## src/rtl/data_mem_arbiter.sv

```systemverilog
`default_nettype none
// ============================================================================
// Module   : data_mem_arbiter
// Purpose  : Round-robin arbiter that lets NUM_CORES cores share one
//            fixed-latency data memory port. One access is in flight at a
//            time; each access runs IDLE -> ACCESS -> DONE.
// Ports    : clk, reset        - clock, synchronous active-high reset
//            req/we            - per-core level request and write enable
//            addr/wdata        - per-core address/data, packed core i at
//                                [i*W +: W]
//            grant/done        - one-hot owner and one-cycle completion pulse
//            rdata             - registered read data shared by all cores
//            mem_en/mem_we/mem_addr/mem_wdata - memory command
//            mem_rdata         - memory read data, MEM_LATENCY after mem_en
//            busy              - high whenever an access is in progress
// Revision : 1.0 - initial release
// ============================================================================
module data_mem_arbiter #(
    parameter int NUM_CORES   = 4,
    parameter int ADDR_WIDTH  = 16,
    parameter int DATA_WIDTH  = 16,
    parameter int MEM_LATENCY = 2
) (
    input  logic                             clk,
    input  logic                             reset,
    input  logic [NUM_CORES-1:0]             req,
    input  logic [NUM_CORES-1:0]             we,
    input  logic [NUM_CORES*ADDR_WIDTH-1:0]  addr,
    input  logic [NUM_CORES*DATA_WIDTH-1:0]  wdata,
    output logic [NUM_CORES-1:0]             grant,
    output logic [NUM_CORES-1:0]             done,
    output logic [DATA_WIDTH-1:0]            rdata,
    output logic                             mem_en,
    output logic                             mem_we,
    output logic [ADDR_WIDTH-1:0]            mem_addr,
    output logic [DATA_WIDTH-1:0]            mem_wdata,
    input  logic [DATA_WIDTH-1:0]            mem_rdata,
    output logic                             busy
);

    localparam int c_IDX_W = (NUM_CORES > 1) ? $clog2(NUM_CORES) : 1;

    localparam logic [1:0] c_ST_IDLE   = 2'd0;
    localparam logic [1:0] c_ST_ACCESS = 2'd1;
    localparam logic [1:0] c_ST_DONE   = 2'd2;

    // ACCESS spans counter values 0..MEM_LATENCY, i.e. MEM_LATENCY+1 cycles.
    localparam logic [3:0]         c_LAST_WAIT  = 4'(MEM_LATENCY);
    // Reset value makes core 0 the first candidate of the round-robin scan.
    localparam logic [c_IDX_W-1:0] c_LAST_RESET = c_IDX_W'(NUM_CORES - 1);

    logic [1:0]            r_state;
    logic [1:0]            w_next_state;
    logic [3:0]            r_wait_cnt;
    logic [c_IDX_W-1:0]    r_last;
    logic [NUM_CORES-1:0]  r_grant;
    logic                  r_mem_we;
    logic [ADDR_WIDTH-1:0] r_mem_addr;
    logic [DATA_WIDTH-1:0] r_mem_wdata;
    logic [DATA_WIDTH-1:0] r_rdata;

    logic                  w_any_req;
    logic                  w_hit;
    logic [c_IDX_W-1:0]    w_scan_idx;
    logic [c_IDX_W-1:0]    w_sel;
    logic [NUM_CORES-1:0]  w_sel_onehot;
    logic                  w_sel_we;
    logic [ADDR_WIDTH-1:0] w_sel_addr;
    logic [DATA_WIDTH-1:0] w_sel_wdata;

    assign w_any_req = |req;

    // Round-robin scan starting just after the last granted core, with wrap.
    always_comb begin
        w_sel      = r_last;
        w_hit      = 1'b0;
        w_scan_idx = '0;
        for (int k = 1; k <= NUM_CORES; k++) begin
            w_scan_idx = c_IDX_W'((int'(r_last) + k) % NUM_CORES);
            if (!w_hit && req[w_scan_idx]) begin
                w_hit = 1'b1;
                w_sel = w_scan_idx;
            end
        end
    end

    // Command mux for the selected core (constant part-selects only).
    always_comb begin
        w_sel_onehot = '0;
        w_sel_we     = 1'b0;
        w_sel_addr   = '0;
        w_sel_wdata  = '0;
        for (int i = 0; i < NUM_CORES; i++) begin
            if (w_sel == c_IDX_W'(i)) begin
                w_sel_onehot[i] = 1'b1;
                w_sel_we        = we[i];
                w_sel_addr      = addr[i*ADDR_WIDTH +: ADDR_WIDTH];
                w_sel_wdata     = wdata[i*DATA_WIDTH +: DATA_WIDTH];
            end
        end
    end

    // State register.
    always_ff @(posedge clk) begin
        if (reset) begin
            r_state <= c_ST_IDLE;
        end else begin
            r_state <= w_next_state;
        end
    end

    // Next-state logic. req is only looked at in IDLE, so a started access
    // always runs to completion.
    always_comb begin
        w_next_state = r_state;
        case (r_state)
            c_ST_IDLE:   if (w_any_req) w_next_state = c_ST_ACCESS;
            c_ST_ACCESS: if (r_wait_cnt == c_LAST_WAIT) w_next_state = c_ST_DONE;
            c_ST_DONE:   w_next_state = c_ST_IDLE;
            default:     w_next_state = c_ST_IDLE;
        endcase
    end

    // Datapath registers: captured command, owner, wait counter, read data.
    always_ff @(posedge clk) begin
        if (reset) begin
            r_wait_cnt  <= '0;
            r_last      <= c_LAST_RESET;
            r_grant     <= '0;
            r_mem_we    <= 1'b0;
            r_mem_addr  <= '0;
            r_mem_wdata <= '0;
            r_rdata     <= '0;
        end else begin
            case (r_state)
                c_ST_IDLE: begin
                    r_wait_cnt <= '0;
                    if (w_any_req) begin
                        r_grant     <= w_sel_onehot;
                        r_last      <= w_sel;
                        r_mem_we    <= w_sel_we;
                        r_mem_addr  <= w_sel_addr;
                        r_mem_wdata <= w_sel_wdata;
                    end
                end
                c_ST_ACCESS: begin
                    if (r_wait_cnt == c_LAST_WAIT) begin
                        if (!r_mem_we) begin
                            r_rdata <= mem_rdata;
                        end
                    end else begin
                        r_wait_cnt <= r_wait_cnt + 4'd1;
                    end
                end
                c_ST_DONE: begin
                    r_grant <= '0;
                end
                default: begin
                    r_grant <= '0;
                end
            endcase
        end
    end

    // Outputs decoded from state; the command fields stay held until the
    // next grant so they are stable through ACCESS and DONE.
    always_comb begin
        mem_en = (r_state == c_ST_ACCESS) && (r_wait_cnt == 4'd0);
        busy   = (r_state != c_ST_IDLE);
        done   = (r_state == c_ST_DONE) ? r_grant : '0;
    end

    assign grant     = r_grant;
    assign mem_we    = r_mem_we;
    assign mem_addr  = r_mem_addr;
    assign mem_wdata = r_mem_wdata;
    assign rdata     = r_rdata;

endmodule
`default_nettype wire

```

## config.mk

```make
export PLATFORM = sky130hd
export DESIGN_NAME = data_mem_arbiter
export DESIGN_NICKNAME = d
export VERILOG_FILES = /design/src/rtl/data_mem_arbiter.sv
export SDC_FILE = /design/constraint.sdc
export NUM_CORES = 1
export LEC_CHECK = 0
export BUFFER_PORTS_ARGS = -buffer_cell sky130_fd_sc_hd__buf_2
export CAP_MARGIN = 30
export CELL_PAD_IN_SITES_DETAIL_PLACEMENT = 0
export CELL_PAD_IN_SITES_GLOBAL_PLACEMENT = 1
export CORE_UTILIZATION = 30
export CTS_CLUSTER_SIZE = 8
export DETAILED_ROUTE_END_ITERATION = 16
export PLACE_DENSITY = 0.92
export SLEW_MARGIN = 20
export SYNTH_ARGS = -nofsm -noshare
export SYNTH_HDL_FRONTEND = slang
export SYNTH_SLANG_ARGS = --single-unit
```

## constraint.sdc

```tcl
create_clock -name clk -period 2.45 [get_ports clk]
set_input_delay 0.245 -clock clk [delete_from_list [all_inputs] [get_ports clk]]
set_output_delay 0.245 -clock clk [all_outputs]
set_load 0.03 [all_outputs]
```

After elaboration in Yosys (flattened, before gate mapping)
Index checks and enable logic that the tools add are counted.
- memory bits (writable): 0
- output and inout bits: 59
- bits of input ports: 154
- bits in read-only memories: 0
- register bits: 61
- bits in latches: 0
- memories kept: 0
- word-level logic and storage cells: 85
- div/mod/pow operators: 0
- multiplexer cells: 39
- reduce and logical (&&, ||, !) cells: 18
- shift operators: 0
- equality and inequality tests: 9
- magnitude comparators: 4
- add/sub/neg operators: 5
- multiply operators: 0
- bitwise operators: 2
- operators by type and width (operator ; number):
    2-to-1 mux 16 bit ; 8
    one-hot mux 4 bit (2 select lines) ; 2
    2-to-1 mux 1 bit ; 15
    less-than comparator 2 x 3 -> 1 bit (second input constant) ; 4
    2-to-1 mux 2 bit ; 6
    2-to-1 mux 4 bit ; 3
    binary-select mux 1 bit (select 2 bit) ; 4
    AND reduction 2 bit ; 4
    equality test 2 bit (second input constant) ; 3
    inequality test 2 bit (second input constant) ; 3
    adder 2 x 1 -> 2 bit (second input constant) ; 2
    adder 2 bit (second input constant) ; 2
    adder 4 x 1 -> 4 bit (second input constant) ; 1
    equality test 2 x 1 -> 1 bit (second input constant) ; 2
    equality test 4 x 2 -> 1 bit (second input constant) ; 1
    logical AND 1 bit ; 4
    zero test 2 bit ; 2
    zero test 4 bit ; 1
    one-hot mux 2 bit (2 select lines) ; 1
    nonzero test 2 bit ; 2
    OR reduction 4 bit ; 1
    zero test 1 bit ; 3
    AND reduction 3 bit ; 1
    inverter 1 bit ; 2

Longest topological paths before layout
- depth in word-level cells: 18
- gate-level depth with buffers: 9
- depth with buffers taken out: 7

Least setup slack after synthesis
OpenSTA, ideal clock, no wires.
- path type: flip-flop to flip-flop
- from: register r_state[1]
- to: register r_mem_addr[10], in the netlist mem_addr[10]
- slack: 0.593 ns
- arrival time: 1.778 ns
- cell stages (with the launch flop): 9
- setup time: 0.079 ns
- data required time: 2.371 ns
- buffers on the path: 4
- period minus slack after synthesis: 1.857 ns
- cells stage by stage: dfxtp_1 -> buf_6 -> or2_4 -> or2_1 -> buf_6 -> or3_1 -> buf_6 -> buf_8 -> o221ai_2
- word-level cells in the longest chain between the ends: 2
- RTL lines (what ; RTL line ; source):
    from (decl) ; 52 ; logic [1:0] r_state;
    from (signal assigned) ; 106 ; r_state <= c_ST_IDLE;
    from (signal assigned) ; 108 ; r_state <= w_next_state;
    zero test 2 bit ; 135 ; case (r_state)
    AND reduction 2 bit (no source line) ; - ;
    to (signal assigned) ; 142 ; r_mem_addr <= w_sel_addr;
    to (decl) ; 58 ; logic [ADDR_WIDTH-1:0] r_mem_addr;
Every way passes these cells.
A chain may end at the register's enable or synchronous reset.

Worst setup path after layout
- from: register r_last[1]
- to: register r_mem_wdata[1], in the netlist mem_wdata[1]
- word-level cells in the longest chain between the ends: 18
- elaborated cells between the ends (all ways): 33
- those cells by class: add/sub (4); eq/ne (3); mux (19); reduce/logical (7)
- RTL lines (what ; RTL line ; source):
    from (decl) ; 55 ; logic [c_IDX_W-1:0] r_last;
    from (signal assigned) ; 128 ; r_last <= c_LAST_RESET;
    from (signal assigned) ; 140 ; r_last <= w_sel;
    adder 2 x 1 -> 2 bit ; 79 ; w_scan_idx = c_IDX_W'((int'(r_last) + k) % NUM_CORES);
    binary-select mux 1 bit (select 2 bit) ; 80 ; if (!w_hit && req[w_scan_idx]) begin
    2-to-1 mux 1 bit (implied by the code) ; 80 ;
    2-to-1 mux 1 bit ; 80 ;
    zero test 1 bit ; 80 ;
    logical AND 1 bit ; 80 ;
    2-to-1 mux 1 bit ; 80 ;
    zero test 1 bit ; 80 ;
    logical AND 1 bit ; 80 ;
    2-to-1 mux 1 bit ; 80 ;
    zero test 1 bit ; 80 ;
    logical AND 1 bit ; 80 ;
    2-to-1 mux 2 bit * ; 80 ;
    zero test 2 bit ; 94 ; if (w_sel == c_IDX_W'(i)) begin
    2-to-1 mux 16 bit (3 in a row) ; 94 ;
    2-to-1 mux 16 bit * ; 94 ;
    to (signal assigned) ; 143 ; r_mem_wdata <= w_sel_wdata;
    to (decl) ; 59 ; logic [DATA_WIDTH-1:0] r_mem_wdata;
Mark *: on every way between the ends. The rest lies on a longest branch, timed or not. The select of a mux whose other input is x is not followed.

==> results.yml <==
route:
  vias_per_cell: 4.94
  vias: 3407
  wl_per_cell_um: 14.0
  drcViolationCount: 0
  final_antenna_net_count: 0
  drtIter0Drc: 166
  drtPass1Iterations: 4
  drt_wl_total_um: 9680
final_layout:
  fillCellCount: 1061
  stdcell_count: 690
  seqCellArea_sq_um: 1220
  stdcell_area_sq_um: 4720
  nNetsFinal: 702
  final_layout_size_suffix_gt1_frac: 0.471
  n_antenna_cell: 0
  area_growth_pct: 41.1
  multiInputGateArea_sq_um: 1930
synthesis:
  syn_nets: 494
  syn_inst: 337
  async_flop_share: 0
  ys_ff_latch: 61
  ys_seq_area_frac: 0.365
  yosys_warnings: 0
  synth_ff_type: "dfxtp_1"
  synth_edf_count: 0
  synth_cell_types: 40
  syn-cell-area_sq_um: 3350
  avgSynthCellArea_sq_um: 9.93
clock_network:
  cts_setup_buffers: 0
  post_cts_hold_buffer_count: 0
  cts-root-buf: "clkbuf_8"
  clock_sinks: 61
  cts_buffer_depth: 2
  h-tree-depth: 3
  post_cts_resize_count: 0
  insertion_delay_ns: 0.33
  clk_pin_slew_ns: 0.07
  cts_tree: "yes"
  cts_buffers: 9
timing:
  setup_viol: 0
  relSlewSlack: 0.443
  tns_ns: 0
  hold_viol: 0
  period_minus_slack_ns: 2.17
  finalCritPeriodShare: 0.884
  rsz0062_at_grt: "false"
  skew_ns: 0.0121
  slew_viol_final: 0
  tightest_slew_ns: 0.836
  fmax_mhz: 462
grt:
  grt_max_degree: 45
  grt_pass1_wl_um: 15000
  antenna_found_initial: 0
  overflow: 0
  grt_pass1_vias: 3282
  track_usage: 0.162
critical_path:
  arrival_ns: 2.34
  path_class: "flip-flop to flip-flop"
  crit_path_end: "mem_wdata[1]"
  regToRegStartpoint: "r_last[1]"
  cp.required_ns: 2.63
  reg2reg_depth: 6
  worst_setup_path_end_kind: "flip-flop"
  ff2ff_setup_slack_ns: 0.28
  worst-path-max-fanout: 28
  cp-start-kind: "flip-flop"
  reg2reg_to: "mem_wdata[1]"
  crit_start: "r_last[1]"
power_and_ir_drop:
  p_per_area_nw_per_um2: 653
  ir_worst_vdd_mv: 0.249
  report.power.total_uw: 3090
  power.static_leakage_uw: 0.00229
floorplanning:
  start_util: 0.309
  io_pins: 213
  dieArea_sq_um: 11600
  die_h_um: 108
  row_count: 38
  die_x_um: 108
  core_sq_um: 10800
placement:
  place_congestion: 0.842
  io_buffers: 212
  hpwl_um: 7510
  placed_area_sq_um: 4510
  dp_cells: 674
status:
  outcome: "complete, no violations"
flow_run:
  drv_cap: 0
hold_path:
  hp-class: "input pin to flip-flop"
==> per-layer routing <==
metal	up-vias	global-route usage	wire length, um
li1	1681	-	-
met1	1596	0.192	4050
met2	120	0.284	4920
met3	10	0.0436	626
met4	0	0.0450	76
met5	-	0	0
==> worst min-delay path by stage <==
stage | depth (start not counted) | end | startpoint | slack, ns
2_1_floorplan | 2 | rdata[10] | mem_rdata[10] | 0.39
3_3_place_gp | 2 | rdata[15] | rdata[15] | 0.47
3_5_place_dp | 2 | rdata[10] | rdata[10] | 0.48
4_1_cts | 3 | rdata[10] | mem_rdata[10] | 0.12
5_1_grt | 3 | rdata[4] | mem_rdata[4] | 0.13
6_report | 3 | rdata[10] | mem_rdata[10] | 0.14
==> state kept, by name, indices dropped and copies added (netlist names) <==
register,flops
mem_we,1
r_wait_cnt,4
rdata,16
mem_wdata,16
r_last,2
r_state,2
grant,4
mem_addr,16
==> placed cells by master, fill, tap and decap left out, types with 2 or more instances in the layout <==
cell | synthesis | final
mux2i_1 | 74 | 74
clkbuf_8 | 0 | 10
buf_4 | 3 | 14
nor2b_1 | 2 | 2
nand3_1 | 2 | 2
nor4b_1 | 9 | 9
a211oi_1 | 9 | 9
inv_6 | 0 | 2
o221ai_2 | 10 | 10
dfxtp_1 | 61 | 61
nor2_2 | 2 | 2
nor2_1 | 42 | 42
o221ai_1 | 7 | 7
ha_1 | 3 | 3
nand2b_1 | 3 | 3
a21oi_1 | 5 | 5
o21bai_1 | 8 | 8
a21o_1 | 2 | 2
a22oi_1 | 5 | 5
and2_1 | 5 | 5
inv_1 | 3 | 3
nand2_1 | 5 | 5
buf_2 | 6 | 212
nor3_1 | 3 | 3
a221oi_1 | 7 | 7
a2111oi_0 | 8 | 8
nand3b_1 | 19 | 19
==> critical path: stages, from the launching register on <==
cell	delay, ns
dfxtp_1	0.47
mux2i_1	0.23
nor2_1	0.07
or3_4	0.54
buf_6	0.28
mux2i_1	0.26
o221ai_2	0.14
==> synth_stat cells (7+ instances only) <==
cell,count,area share
o221ai_2,10,0.045
nor4b_1,9,0.024
a211oi_1,9,0.020
nor2_1,42,0.047
a221oi_1,7,0.018
nand3b_1,19,0.043
dfxtp_1,61,0.36
o221ai_1,7,0.018
clkbuf_1,14,0.016
a2111oi_0,8,0.021
o21bai_1,8,0.018
mux2i_1,74,0.22
==> logic make-up after synthesis <==
| logic type | Yosys count | share of synthesized area |
|---|---|---|
| compound gates | 66 | 0.177 |
| fa+ha+maj | 3 | 0.0112 |
| flops | 61 | 0.365 |
| simple gates | 100 | 0.166 |
| buf+inv | 33 | 0.0594 |
| mux | 74 | 0.221 |
==> power breakdown <==
group / leakage [uW] / switching, uW / total [uW] / internal, uW
registers: 0.000501 / 65.5 / 1160 / 1100
logic: 0.00168 / 587 / 991 / 404
clock network: 0.000103 / 430 / 934 / 505
total: 0.00229 / 1080 / 3090 / 2000
==> layout make-up <==
cell class	instances	area share
Tap cell	140	0.0371
Timing Repair Buffer	227	0.249
Multi-Input combinational cell	243	0.409
Clock buffer	10	0.0291
Inverter	3	0.00238
Sequential cell	61	0.259
Clock inverter	6	0.0146
==> stage by stage <==
step	hold WS (ns)	util	worst slack, ns
after floorplan	0.392	-	0.593
after global placement	0.469	0.416	0.303
after detailed placement	0.480	0.416	0.189
after CTS	0.124	0.435	0.175
after global routing	0.132	0.436	0.129
final	0.142	0.436	0.284
Note: power is estimated with default switching activity, not from simulation.
